### src/rtl/rom_read_sequencer.sv
// Sequences flash CE/OE timing for GBA GamePak reads from synchronized CS/RD strobes.
// Define ROM_PREFETCH_EN to add a one-word sequential read-ahead buffer (PREFETCH state).
module rom_read_sequencer #(
   parameter int WAIT_CYCLES = 4,
   parameter int SYNC_STAGES = 2
) (
   input  logic        CLK,
   input  logic        RST_N,
   input  logic        GBA_CS,
   input  logic        GBA_RD,
   input  logic [23:0] ROM_A,
   input  logic [15:0] ROM_D,
   output logic        ROM_CE_N,
   output logic        ROM_OE_N,
   output logic [15:0] GBA_DOUT,
   output logic        GBA_DOE,
   output logic        BUSY,
   output logic        ABORT
);

   localparam logic [3:0] WAIT_LD = 4'(WAIT_CYCLES - 1);

   typedef enum logic [2:0] {
      IDLE,
      SETUP,
      ACCESS,
      DRIVE
`ifdef ROM_PREFETCH_EN
      , PREFETCH
`endif
   } state_t;

   state_t                 state_q, state_d;
   logic [SYNC_STAGES-1:0] cs_sync_q, cs_sync_d;
   logic [SYNC_STAGES-1:0] rd_sync_q, rd_sync_d;
   logic                   rd_prev_q, rd_prev_d;
   logic                   pend_q, pend_d;
   logic [3:0]             cnt_q, cnt_d;
   logic [23:0]            addr_q, addr_d;
   logic [15:0]            dout_q, dout_d;
   logic                   ce_n_q, ce_n_d;
   logic                   oe_n_q, oe_n_d;
   logic                   doe_q, doe_d;
   logic                   busy_q, busy_d;
   logic                   abort_q, abort_d;
   logic                   cs_s, rd_s, req_edge, req;
`ifdef ROM_PREFETCH_EN
   logic                   pf_ph_q, pf_ph_d;
   logic                   pf_valid_q, pf_valid_d;
   logic [23:0]            pf_addr_q, pf_addr_d;
   logic [15:0]            pf_data_q, pf_data_d;
`endif

   assign cs_s     = cs_sync_q[SYNC_STAGES-1];
   assign rd_s     = rd_sync_q[SYNC_STAGES-1];
   assign req_edge = rd_prev_q & ~rd_s & ~cs_s;
   // A latched request survives until it is served or the cartridge is deselected.
   assign req      = ~cs_s & (req_edge | pend_q);

   always_comb begin
      cs_sync_d = {cs_sync_q[SYNC_STAGES-2:0], GBA_CS};
      rd_sync_d = {rd_sync_q[SYNC_STAGES-2:0], GBA_RD};
      rd_prev_d = rd_s;
      state_d   = state_q;
      cnt_d     = cnt_q;
      addr_d    = addr_q;
      dout_d    = dout_q;
      abort_d   = 1'b0;
      pend_d    = (pend_q | (req_edge & (state_q != IDLE))) & ~cs_s;
`ifdef ROM_PREFETCH_EN
      pf_ph_d    = pf_ph_q;
      pf_valid_d = pf_valid_q & ~cs_s;
      pf_addr_d  = pf_addr_q;
      pf_data_d  = pf_data_q;
`endif

      case (state_q)
         IDLE: begin
            if (req) begin
               pend_d = 1'b0;
               addr_d = ROM_A;
`ifdef ROM_PREFETCH_EN
               if (pf_valid_q && (ROM_A == pf_addr_q)) begin
                  dout_d  = pf_data_q;
                  state_d = DRIVE;
               end else begin
                  pf_valid_d = 1'b0;
                  state_d    = SETUP;
               end
`else
               state_d = SETUP;
`endif
            end
         end
         SETUP: begin
            if (rd_s || cs_s) begin
               state_d = IDLE;
               abort_d = 1'b1;
            end else begin
               state_d = ACCESS;
               cnt_d   = WAIT_LD;
            end
         end
         ACCESS: begin
            // Strobe release wins over a capture falling in the same cycle.
            if (rd_s || cs_s) begin
               state_d = IDLE;
               abort_d = 1'b1;
            end else if (cnt_q == 4'd0) begin
               dout_d  = ROM_D;
               state_d = DRIVE;
            end else begin
               cnt_d = cnt_q - 4'd1;
            end
         end
         DRIVE: begin
            if (rd_s || cs_s) begin
`ifdef ROM_PREFETCH_EN
               if (!cs_s) begin
                  state_d    = PREFETCH;
                  pf_ph_d    = 1'b0;
                  pf_valid_d = 1'b0;
                  addr_d     = addr_q + 24'd1;
               end else begin
                  state_d = IDLE;
               end
`else
               state_d = IDLE;
`endif
            end
         end
`ifdef ROM_PREFETCH_EN
         PREFETCH: begin
            if (cs_s) begin
               state_d = IDLE;
               pf_ph_d = 1'b0;
            end else if (req) begin
               pend_d  = 1'b0;
               addr_d  = ROM_A;
               pf_ph_d = 1'b0;
               state_d = SETUP;
            end else if (!pf_ph_q) begin
               pf_ph_d = 1'b1;
               cnt_d   = WAIT_LD;
            end else if (cnt_q == 4'd0) begin
               pf_data_d  = ROM_D;
               pf_addr_d  = addr_q;
               pf_valid_d = 1'b1;
               pf_ph_d    = 1'b0;
               state_d    = IDLE;
            end else begin
               cnt_d = cnt_q - 4'd1;
            end
         end
`endif
         default: state_d = IDLE;
      endcase

      ce_n_d = (state_d == IDLE);
      busy_d = (state_d != IDLE);
      doe_d  = (state_d == DRIVE);
`ifdef ROM_PREFETCH_EN
      oe_n_d = ~((state_d == ACCESS) || ((state_d == PREFETCH) && pf_ph_d));
`else
      oe_n_d = ~(state_d == ACCESS);
`endif
   end

   always_ff @(posedge CLK or negedge RST_N) begin
      if (!RST_N) begin
         state_q    <= IDLE;
         cs_sync_q  <= '1;
         rd_sync_q  <= '1;
         rd_prev_q  <= 1'b1;
         pend_q     <= 1'b0;
         cnt_q      <= 4'd0;
         addr_q     <= 24'd0;
         dout_q     <= 16'h0000;
         ce_n_q     <= 1'b1;
         oe_n_q     <= 1'b1;
         doe_q      <= 1'b0;
         busy_q     <= 1'b0;
         abort_q    <= 1'b0;
`ifdef ROM_PREFETCH_EN
         pf_ph_q    <= 1'b0;
         pf_valid_q <= 1'b0;
         pf_addr_q  <= 24'd0;
         pf_data_q  <= 16'h0000;
`endif
      end else begin
         state_q    <= state_d;
         cs_sync_q  <= cs_sync_d;
         rd_sync_q  <= rd_sync_d;
         rd_prev_q  <= rd_prev_d;
         pend_q     <= pend_d;
         cnt_q      <= cnt_d;
         addr_q     <= addr_d;
         dout_q     <= dout_d;
         ce_n_q     <= ce_n_d;
         oe_n_q     <= oe_n_d;
         doe_q      <= doe_d;
         busy_q     <= busy_d;
         abort_q    <= abort_d;
`ifdef ROM_PREFETCH_EN
         pf_ph_q    <= pf_ph_d;
         pf_valid_q <= pf_valid_d;
         pf_addr_q  <= pf_addr_d;
         pf_data_q  <= pf_data_d;
`endif
      end
   end

   assign ROM_CE_N = ce_n_q;
   assign ROM_OE_N = oe_n_q;
   assign GBA_DOUT = dout_q;
   assign GBA_DOE  = doe_q;
   assign BUSY     = busy_q;
   assign ABORT    = abort_q;

endmodule

### config.mk
export PLATFORM = sky130hd
export DESIGN_NAME = rom_read_sequencer
export DESIGN_NICKNAME = d
export VERILOG_FILES = /design/src/rtl/rom_read_sequencer.sv
export SDC_FILE = /design/constraint.sdc
export NUM_CORES = 1
export LEC_CHECK = 0
export BUFFER_PORTS_ARGS = -buffer_cell sky130_fd_sc_hd__buf_2
export CORE_AREA = 4 4 70 53
export DETAILED_ROUTE_END_ITERATION = 16
export DIE_AREA = 0 0 74 57
export PLACE_DENSITY = 0.83
export SLEW_MARGIN = 20
export SYNTH_ARGS = -nofsm -noshare
export SYNTH_HDL_FRONTEND = slang
export SYNTH_SLANG_ARGS = --single-unit
### constraint.sdc
create_clock -name CLK -period 2.9 [get_ports CLK]
set_input_delay 0.29 -clock CLK [delete_from_list [all_inputs] [get_ports CLK]]
set_output_delay 0.29 -clock CLK [all_outputs]
set_load 0.01 [all_outputs]
==> qor.txt <==
Synthesized area per cell = 13.6 um^2
Startpoint Class = register
Pleak = 0.000827 uW
DRT antenna net count = 0
Total number of vias = 972
Adder-cell share of the synthesized area = 0.875%
Tot GR Track Use = 15.0%
Slowest stage delay, CP = 580 ps
CTS tree = yes
XOR/XNOR Fraction of Synth Area = 0.612%
Final min period = 1950 ps
Dpl cell area = 1660 um^2
Post-CTS setup buffer count = 0
Area share of the largest cell type after synthesis = 47.2%
HP Class = primary input to async pin
Final Skew = 4.70 ps
Slew HR = 51.6%
Yosys warning count = 0
Final instance area = 1770 um^2
Library cells used by synthesis = 29
Depth of the worst register-to-register path = 3
DR pass1 iterations = 6
Placed Cells = 179
H-tree Lvls = 2
Worst path arrival time = 2110 ps
Delay-heaviest family, CP = simple AND/OR/NAND/NOR gates
Critical Path, Cell by Cell = nor4_4 > nand3_4 > mux2_4
Die W = 74 um
FF-to-FF setup slack = 950 ps
Asr flop ratio synth = 100%
Top cells by count, synth = 27 x dfrtp_1, 10 x mux2_4, 7 x dfstp_2, 7 x nor3_1, 7 x o21ai_0
Clk slew on worst S/H paths = 70 ps
Clock latency on the worst-skew pair = 280 ps
PortBufs = 40
Inserted Clock Buffers = 5
Largest net degree at the start of global routing = 35
Max clock buf depth = 2
Fmax = 513 MHz
Final hold vios = 0
Slowest-stage cell, CP = dfrtp_1
Dominant cells by area after synthesis = dfrtp_1 47%, dfstp_2 13%, mux2_4 10%
Area of the core = 3040 um^2
WL final = 2.87 mm
Worst slew pin tran = 726 ps
Max-cap violations = 0
Main combinational cell family by area after synthesis = multiplexers
Total global routing overflow = 0
Hold_ws = 65.2 ps
Vias in the first global route = 985
Number of synthesized flops with an enable pin = 0
Routed WL per cell = 15.3 um
Critical path class = register to register
Final worst path period share = 67.2%
Post-CTS resize count = 0
Post-CTS Hold Fix Bufs = 0
FP Rows = 17
Post-synth top area cell = dfrtp_1
RSZ-0062 raised after global routing = false
Post-DP HPWL = 2.06 mm
Main synth FF type = dfrtp_1
I/O pin total = 65
Initial DRC count = 39
Post-synthesis sequential area ratio = 60.1%
Routability congestion estimate = 0.885
Num Clock Sinks = 34
Post-Synth Simple-Gate Area = 12.1%
Via/cell ratio = 5.20
Global-route wire length before repair = 4.75 mm
Die area = 4220 um^2
Setup TNS = 0 ps
Most instantiated library cell after synthesis = dfrtp_1
Post-synthesis mux area share = 15.2%
Synth Area in Compound Gates = 8.22%
Yosys reg bits = 34
Die Y = 57 um
Power Density = 556 nW/um^2
Initial antenna violation count = 0
Initial Util = 47.0%
VDD IR max = 0.267 mV
Setup violators final = 0
RR Startpoint = state_q[0]
R2R Path End = GBA_DOUT[6]
Share of layout cells above drive strength 1 = 50.3%
Pins Over Slew Limit = 0
Non-filler cells, final = 187
Status = finished clean
Synth Instances = 105
Nets = 193
DR DRC count = 0
Area growth from synthesis to final layout = 23.4%
Syn Nets = 150
Ant diodes = 0
Critical Path End Type = register
Synthesized area = 1430 um^2
CTS root buf = clkbuf_8
CP required = 3060 ps
WP buf/inv = 0
Crit path max fanout = 16
==> per-stage QoR <==
stage	utilization [%]	total power, uW	worst slack (ps)
3_5_place_dp	54.4	594	993
4_1_cts	58.0	992	964
5_1_grt	58.0	1030	828
2_1_floorplan	-	552	1240
3_3_place_gp	54.4	589	1060
6_report	58.0	981	952
==> cell usage in the layout (no fill, tap or decap), drive strengths merged <==
cell type	n
o2bb2ai	1
a21oi	4
and4	2
a32oi	2
nor2	6
xnor2	1
nor2b	3
a21o	1
or3b	1
o211ai	1
dfstp	7
or3	1
conb	1
nor4b	1
nor3b	1
buf	40
nand2	1
nor3	7
mux2	16
a211oi	2
nand3	1
o22ai	1
inv	4
nor4	1
ha	1
o21ai	7
clkbuf	8
dfrtp	27
==> routing by layer <==
metal | GRT usage [%] | up-vias | routed length, um
met3 | 5.28 | 4 | 152
met5 | 0 | - | 0
li1 | - | 462 | -
met1 | 18.4 | 483 | 1240
met2 | 24.0 | 23 | 1450
met4 | 5.94 | 0 | 29
==> cell families after synthesis <==
| family | count (synthesis) |
|---|---|
| flip-flops | 34 |
| AND/OR/NAND/NOR | 25 |
| AO/OA/AOI/OAI | 19 |
| multiplexers | 16 |
| buffers and inverters | 8 |
| adder cells (fa/ha/maj) | 1 |
| other | 1 |
| XOR/XNOR | 1 |
==> layout make-up <==
cell class,count,area [um^2]
clock buffers,8,110
fillers,256,1280
inverters,4,15.0
multi-input cells,63,533
flip-flops and latches,34,860
well taps,38,47.5
repair buffers,40,200
==> sequential cells by signal, indices dropped and copies added, names as in the netlist <==
signal     flops
GBA_DOUT      16
cnt_q          4
state_q        3
cs_sync_q      2
rd_sync_q      2
ABORT          1
BUSY           1
GBA_DOE        1
ROM_CE_N       1
ROM_OE_N       1
pend_q         1
rd_prev_q      1
==> how the worst max path moves through the flow <==
stage                     from      endpoint  slack (ps)  depth (start not counted)
floorplan             cnt_q[0]  GBA_DOUT[10]        1240                          6
global placement    state_q[0]   GBA_DOUT[6]        1060                          3
detailed placement  state_q[0]  GBA_DOUT[10]         990                          3
CTS                 state_q[0]   GBA_DOUT[6]         960                          3
global route        state_q[0]  GBA_DOUT[10]         830                          3
finish              state_q[0]   GBA_DOUT[6]         950                          3
==> report_power, final <==
group / total, uW / internal (uW) / switching (uW)
combinational: 73.0 / 37.0 / 36.0
sequential: 512 / 497 / 15.6
clock: 396 / 239 / 156
Power figures use the tool's default switching activity.
